[src/rtl/led_blink_sched.sv]
// Purpose: two-requester LED blink scheduler driving one shared LED, round-robin on ties.
// Latency: grant and done pulses appear the clock after the IDLE decision; the LED follows the state one clock later.
// Backpressure: requests are held by the requester until gnt pulses; requests seen outside IDLE are ignored.
//
// Ports:
//   clk      - single clock, all state updates on the rising edge
//   reset    - asynchronous active-high reset
//   req      - per-requester blink request, held high until granted
//   blinks0  - blink count of requester 0, captured when requester 0 is granted
//   blinks1  - blink count of requester 1, captured when requester 1 is granted
//   gnt      - one-hot, one-cycle pulse acknowledging acceptance of a request
//   done     - one-hot, one-cycle pulse when the owner's sequence completes
//   busy     - high while a blink sequence is in progress
//   led_out  - shared LED drive, high only during ON phases
module led_blink_sched #(
    parameter int PRESCALE_W = 5
) (
    input  logic       clk,
    input  logic       reset,
    input  logic [1:0] req,
    input  logic [3:0] blinks0,
    input  logic [3:0] blinks1,
    output logic [1:0] gnt,
    output logic [1:0] done,
    output logic       busy,
    output logic       led_out
);

    typedef enum logic [1:0] {
        IDLE = 2'd0,
        ON   = 2'd1,
        OFF  = 2'd2,
        GAP  = 2'd3
    } state_t;

    state_t                state;
    logic [PRESCALE_W-1:0] phase;
    logic [3:0]            remaining;
    logic                  owner;
    logic                  last_owner;
    // Set when GAP finishes; the done pulse for owner is issued in the
    // first IDLE cycle that follows.
    logic                  done_pend;

    logic                  phase_end;
    logic                  rr_last;
    logic                  sel;
    logic                  sel_vld;
    logic [3:0]            sel_blinks;
    logic                  take;

    function automatic logic [1:0] onehot(input logic idx);
        return idx ? 2'b10 : 2'b01;
    endfunction

    assign phase_end = (phase == {PRESCALE_W{1'b1}});

    // While a completion is pending, last_owner has not been written yet,
    // so arbitrate against the owner that is finishing right now.
    assign rr_last = done_pend ? owner : last_owner;

    always_comb begin
        sel     = 1'b0;
        sel_vld = 1'b0;
        case (req)
            2'b01: begin
                sel     = 1'b0;
                sel_vld = 1'b1;
            end
            2'b10: begin
                sel     = 1'b1;
                sel_vld = 1'b1;
            end
            2'b11: begin
                sel     = ~rr_last;
                sel_vld = 1'b1;
            end
            default: begin
                sel     = 1'b0;
                sel_vld = 1'b0;
            end
        endcase
    end

    assign sel_blinks = sel ? blinks1 : blinks0;

    // A zero-count grant completes immediately. If it landed in the same
    // cycle as a pending completion it would need a second done pulse, so
    // it is held off for one cycle to keep done one-hot.
    assign take = (state == IDLE) && sel_vld && !(done_pend && (sel_blinks == 4'd0));

    always_ff @(posedge clk or posedge reset) begin
        if (reset) begin
            state      <= IDLE;
            phase      <= '0;
            remaining  <= 4'd0;
            owner      <= 1'b0;
            last_owner <= 1'b1;
            done_pend  <= 1'b0;
            gnt        <= 2'b00;
            done       <= 2'b00;
            busy       <= 1'b0;
            led_out    <= 1'b0;
        end else begin
            gnt     <= 2'b00;
            done    <= 2'b00;
            busy    <= (state != IDLE);
            led_out <= (state == ON);

            case (state)
                IDLE: begin
                    phase <= '0;
                    if (done_pend) begin
                        done       <= onehot(owner);
                        last_owner <= owner;
                        done_pend  <= 1'b0;
                    end
                    if (take) begin
                        gnt       <= onehot(sel);
                        owner     <= sel;
                        remaining <= sel_blinks;
                        if (sel_blinks != 4'd0) begin
                            state <= ON;
                        end else begin
                            done       <= onehot(sel);
                            last_owner <= sel;
                        end
                    end
                end

                ON: begin
                    if (phase_end) begin
                        phase     <= '0;
                        remaining <= remaining - 4'd1;
                        state     <= OFF;
                    end else begin
                        phase <= phase + PRESCALE_W'(1);
                    end
                end

                OFF: begin
                    if (phase_end) begin
                        phase <= '0;
                        state <= (remaining != 4'd0) ? ON : GAP;
                    end else begin
                        phase <= phase + PRESCALE_W'(1);
                    end
                end

                GAP: begin
                    if (phase_end) begin
                        phase     <= '0;
                        state     <= IDLE;
                        done_pend <= 1'b1;
                    end else begin
                        phase <= phase + PRESCALE_W'(1);
                    end
                end

                default: begin
                    phase <= '0;
                    state <= IDLE;
                end
            endcase
        end
    end

endmodule

[config.mk]
export PLATFORM = sky130hd
export DESIGN_NAME = led_blink_sched
export DESIGN_NICKNAME = d
export VERILOG_FILES = /design/src/rtl/led_blink_sched.sv
export SDC_FILE = /design/constraint.sdc
export NUM_CORES = 1
export LEC_CHECK = 0
export CAP_MARGIN = 10
export CORE_MARGIN = 5
export CORE_UTILIZATION = 45
export DETAILED_ROUTE_END_ITERATION = 16
export DONT_BUFFER_PORTS = 1
export PLACE_DENSITY_LB_ADDON = 0.1
export SYNTH_ARGS = -nofsm -noshare
export SYNTH_HDL_FRONTEND = slang
export SYNTH_SLANG_ARGS = --single-unit
[constraint.sdc]
create_clock -name clk -period 2.21 [get_ports clk]
set_input_delay 0.5525 -clock clk [delete_from_list [all_inputs] [get_ports clk]]
set_output_delay 0.5525 -clock clk [all_outputs]
set_load 0.01 [all_outputs]
======== After elaboration in Yosys (flattened, before gate mapping) ========
Index checks and enable logic that the tools add are counted.
storage, ports and cells
  bits of input ports ..................... 12
  bits in registers ....................... 20
cells by class
  muxes and demuxes ....................... 28
  add/subtract/negate cells ............... 2
  eq/ne operators ......................... 12
  bitwise logic cells ..................... 1
  reductions and logical operators ........ 17
operators by type and width
  operator                                             count
  two-way mux 2 bit                                    14
  two-way mux 4 bit                                    3
  one-hot mux 5 bit (2 select lines)                   1
  equality test 2 bit, second input constant           4
  != test 2 bit, second input constant                 4
  one-hot mux 2 bit (4 select lines)                   1
  one-hot mux 4 bit (2 select lines)                   1
  nonzero test 4 bit                                   2
  nonzero test 2 bit                                   3
  OR reduction 3 bit                                   2
  adder 5 x 1 -> 5 bit, second input constant          1
  equality test 5 bit, second input constant           1
  two-way mux 1 bit                                    5
  two-way mux 5 bit                                    1
  AND reduction 5 bit                                  1
  equality test 2 x 1 -> 1 bit, second input constant  2
  logical NOT 4 bit                                    1
  one-hot mux 1 bit (2 select lines)                   2
  AND reduction 2 bit                                  2
  subtractor 4 x 1 -> 4 bit, second input constant     1
  logical AND 1 bit                                    3
  AND reduction 3 bit                                  1
  logical NOT 2 bit                                    1
  != test 2 x 1 -> 1 bit, second input constant        1
  other kinds (2)                                      2

======== Depth between registers and ports, before layout ========
Gate-level depths: netlist of the first run.
  depth after elaboration ................. 10
  depth in mapped cells ................... 7

======== Worst setup path after synthesis of the first run ========
OpenSTA, ideal clock, no wires.
  kind .................................... input -> register
  start ................................... input port blinks0[0]
  end ..................................... register remaining[2]
  data arrival time ....................... 2.027 ns
  setup slack ............................. 0.062 ns
  stages .................................. 5
  buffers on the path ..................... 0
  library setup time ...................... 0.120 ns
  path through ............................ or4_4 > a311oi_4 > a221oi_2 > or2_1 > o211a_1
on the way
  cells in the longest elaborated chain, start to end .. 7
ends and longest elaborated chain
  item                                  line  source
  from (decl)                           21    input logic [3:0] blinks0,
  two-way mux 4 bit                     85    assign sel_blinks = sel ? blinks1 : blinks0;
  logical NOT 4 bit                     90    assign take = (state == IDLE) && sel_vld && !(done_pend && (sel_blinks == 4'd0));
  logical AND 1 bit                     90
  logical NOT 1 bit                     90
  logical AND 1 bit                     90
  != test 2 bit (no source line)        --
  AND reduction 3 bit (no source line)  --
  to (signal assigned)                  121   remaining <= sel_blinks;
  to (signal assigned)                  134   remaining <= remaining - 4'd1;
  to (decl)                             38    logic [3:0] remaining;
Every way passes these cells.
A chain may end at the register's enable or synchronous reset.

======== Worst setup path after layout of the first run ========
  start ................................... register phase[0]
  end ..................................... register remaining[0]
on the way
  cells in the longest elaborated chain, start to end .. 3
ends and longest elaborated chain
  item                                  line  source
  from (decl)                           37    logic [PRESCALE_W-1:0] phase;
  from (signal assigned)                137   phase <= phase + PRESCALE_W'(1);
  from (signal assigned)                146   phase <= phase + PRESCALE_W'(1);
  from (signal assigned)                156   phase <= phase + PRESCALE_W'(1);
  equality test 5 bit                   56    assign phase_end = (phase == {PRESCALE_W{1'b1}});
  != test 2 bit (no source line)        --
  AND reduction 3 bit (no source line)  --
Every way passes these cells.

==> flow_summary.ini, run 1 <==
[power]
p_clk_frac = 0.224
combPwrFrac = 0.319
power.switching_mw = 0.454
switching_share = 0.336
pwr-share-seq = 0.457
vdd_ir_drop_max_mv = 0.490
powerDensity_mw_per_mm2 = 1200
p_int_mw = 0.896
power_leakage_nw = 0.539

[cells_and_area]
final_common_cell = dfrtp_1
area_delta_synth_final_pct = 10.3
n_fill_cell = 195
final_cell_mix = 19 x dfrtp_1, 7 x nor3_1, 6 x inv_1, 5 x nand2_1, 5 x a21oi_1
final_core_util = 0.515
multi_input_area_um2 = 489
seqCellArea_um2 = 502
layout-drive-gt1-share = 0.152
antenna_cells = 0
final_nets = 115

[flow_run]
max_cap_violations = 0

[drt]
highest_layer = met4
vias_per_cell = 5.69
drc = 0
met3WireLength_um = 99
vias = 722
wl_met2_um = 959
antenna_left = 0
wl_um = 2000
met1_length_um = 898
routedWlPerCell_um = 15.7
drtIter0Drc = 27
firstDrtPassIters = 4

[timing]
fin_skew_ns = 0.00244
max_freq_ghz = 0.514
fin_tns_setup_ns = 0
period_share = 0.880
slew_headroom = 0.502
tightestPinTransition_ns = 0.746
whs_ns = 0.251
min_period_ns = 1.95
setup_viol = 0
rsz0062_at_grt = no
hold_viol = 0
drv_slew = 0

[clock_network]
clock_latency_ns = 0.30
cts_resized = 0
post-cts-setup-buffer-count = 0
numClockSinks = 20
root_buffer = clkbuf_4
h-tree-depth = 1
cts_buffers = 3
cts_max_path_buffers = 2
tritoncts = yes
hold_buffers = 0
clk_pin_slew_ns = 0.12

[floorplanning]
boundaryPins = 18
rows = 17
design.die.area_mm2 = 0.00332
coreArea_mm2 = 0.00219
die_w_um = 57.7
initial_core_util = 0.467
dieHeight_um = 57.7

[logic_synthesis]
synth.ff_latch_count = 20
synth_area_mm2 = 0.00102
syn_area_per_cell_um2 = 11.0
yosysSeqAreaShare = 0.491
synthDistinctLibCells = 36
synth_nets = 108
ys_warn_count = 0
synthCells = 93

[global_routing]
grt_pass1_wl_um = 3390
overflow = 0
antenna_found_initial = 0
grt_start_max_net_pins = 21
grt_pass1_vias = 701
globalRouteTotalUtil = 0.134

[worst_setup_path]
critPathMaxFanout = 7
start_kind = flop
crit_path_end_kind = flop
reg2reg_depth = 7
r2r_end = remaining[0]$_DFFE_PP0P_
critical_path_class = reg -> reg
cp.arrival_ns = 2.15
r2r_slack_ns = 0.26
required_ns = 2.41
r2r-start = phase[0]$_DFF_PP0_

[status]
status = complete, no violations

[placed_design]
port_buffers = 0
dp_hpwl_um = 1510
place_congestion = 0.766

[min_path]
min_path_type = in -> async
flip-flops by register name, summed over array words and instances (netlist names):
signal / count
last_owner: 1
done: 2
phase: 5
led_out: 1
busy: 1
owner: 1
done_pend: 1
state: 2
gnt: 2
remaining: 4
power groups by stage:
| stage | clock, mW | combinational [mW] | sequential (mW) |
|---|---|---|---|
| CTS | 0.308 | 0.437 | 0.616 |
| global placement | 0 | 0.423 | 0.620 |
| global route | 0.325 | 0.501 | 0.638 |
| finish | 0.302 | 0.431 | 0.617 |
| floorplan | 0 | 0.369 | 0.580 |
| detailed placement | 0 | 0.436 | 0.622 |
worst max-delay path by stage:
| stage | from | end | slack, ns | cells after the start |
|---|---|---|---|---|
| after floorplan | blinks0[0] | remaining[2]$_DFFE_PP0P_ | 0.06 | 5 |
| after global placement | blinks0[0] | remaining[3]$_DFFE_PP0P_ | 0.07 | 5 |
| after detailed placement | blinks0[0] | remaining[2]$_DFFE_PP0P_ | 0.04 | 5 |
| after CTS | phase[0]$_DFF_PP0_ | remaining[0]$_DFFE_PP0P_ | 0.25 | 7 |
| after global routing | phase[0]$_DFF_PP0_ | remaining[3]$_DFFE_PP0P_ | 0.04 | 7 |
| final | phase[0]$_DFF_PP0_ | remaining[0]$_DFFE_PP0P_ | 0.26 | 7 |
cells in the mapped netlist (all sizes together):
master | number | share of area
dfrtp | 19 | 0.47
a21boi | 1 | 0.011
xnor2 | 1 | 0.0086
nand3 | 1 | 0.0049
and2 | 3 | 0.018
and3 | 2 | 0.012
o21a | 2 | 0.015
ha | 3 | 0.037
or2 | 1 | 0.0061
o211a | 2 | 0.020
nor4 | 2 | 0.012
dfstp | 1 | 0.026
xor2 | 1 | 0.0086
buf | 1 | 0.0049
nand2b | 3 | 0.018
o21ai | 1 | 0.0049
nand2 | 5 | 0.018
or4 | 1 | 0.011
nor2b | 3 | 0.018
a21o | 1 | 0.0073
a31oi | 2 | 0.012
a21oi | 6 | 0.033
inv | 7 | 0.026
a22o | 2 | 0.017
mux2 | 2 | 0.026
nor2 | 3 | 0.011
mux2i | 4 | 0.039
a311oi | 1 | 0.026
a221oi | 3 | 0.032
nor3 | 7 | 0.034
or3b | 1 | 0.0086
o41ai | 1 | 0.0086
critical path: stages (launching register included):
cell and delay [ns]:
dfrtp_1 0.39, ha_1 0.19, and3_1 0.17, ha_1 0.29
nand2_1 0.11, nor2_1 0.38, a21oi_1 0.09, a22o_1 0.24
per-stage QoR:
step / instance area [um^2] / worst slack (ns) / std cells / power (mW)
after floorplan: 1020 / 0.0622 / 93 / 0.950
after global placement: 1070 / 0.0678 / 123 / 1.04
after CTS: 1130 / 0.247 / 127 / 1.36
after detailed placement: 1070 / 0.0440 / 123 / 1.06
final: 1130 / 0.265 / 127 / 1.35
after global routing: 1130 / 0.0434 / 127 / 1.46
area by class of cell:
class | instances | share of cell area
Tap cell | 28 | 0.0311
Multi-Input combinational cell | 65 | 0.434
Clock buffer | 3 | 0.0200
Inverter | 7 | 0.0233
Timing Repair Buffer | 3 | 0.0200
Sequential cell | 20 | 0.445
Clock inverter | 1 | 0.0266
logic make-up after synthesis:
family / count (synthesis) / synth area share
AO/OA/AOI/OAI: 22 / 0.186
XOR/XNOR: 2 / 0.0171
adder cells (fa/ha/maj): 3 / 0.0367
buffers and inverters: 8 / 0.0306
flip-flops: 20 / 0.491
multiplexers: 6 / 0.0649
AND/OR/NAND/NOR: 32 / 0.174
metal layers:
| metal | global-route usage | up-vias |
|---|---|---|
| met1 | 0.177 | 353 |
| met4 | 0.0695 | 0 |
| met5 | 0 | - |
| li1 | - | 348 |
| met3 | 0.0334 | 4 |
| met2 | 0.202 | 17 |
(Power assumes the default switching activity.)
==> run 2: changes to the inputs <==
--- a/config.mk
+++ b/config.mk
@@ -5,7 +5,6 @@
 export SDC_FILE = /design/constraint.sdc
 export NUM_CORES = 1
 export LEC_CHECK = 0
-export CAP_MARGIN = 10
 export CORE_MARGIN = 5
 export CORE_UTILIZATION = 45
 export DETAILED_ROUTE_END_ITERATION = 16
==> results of run 2 <==
No change in the layout: final DEF, timing and power equal those of run 1.
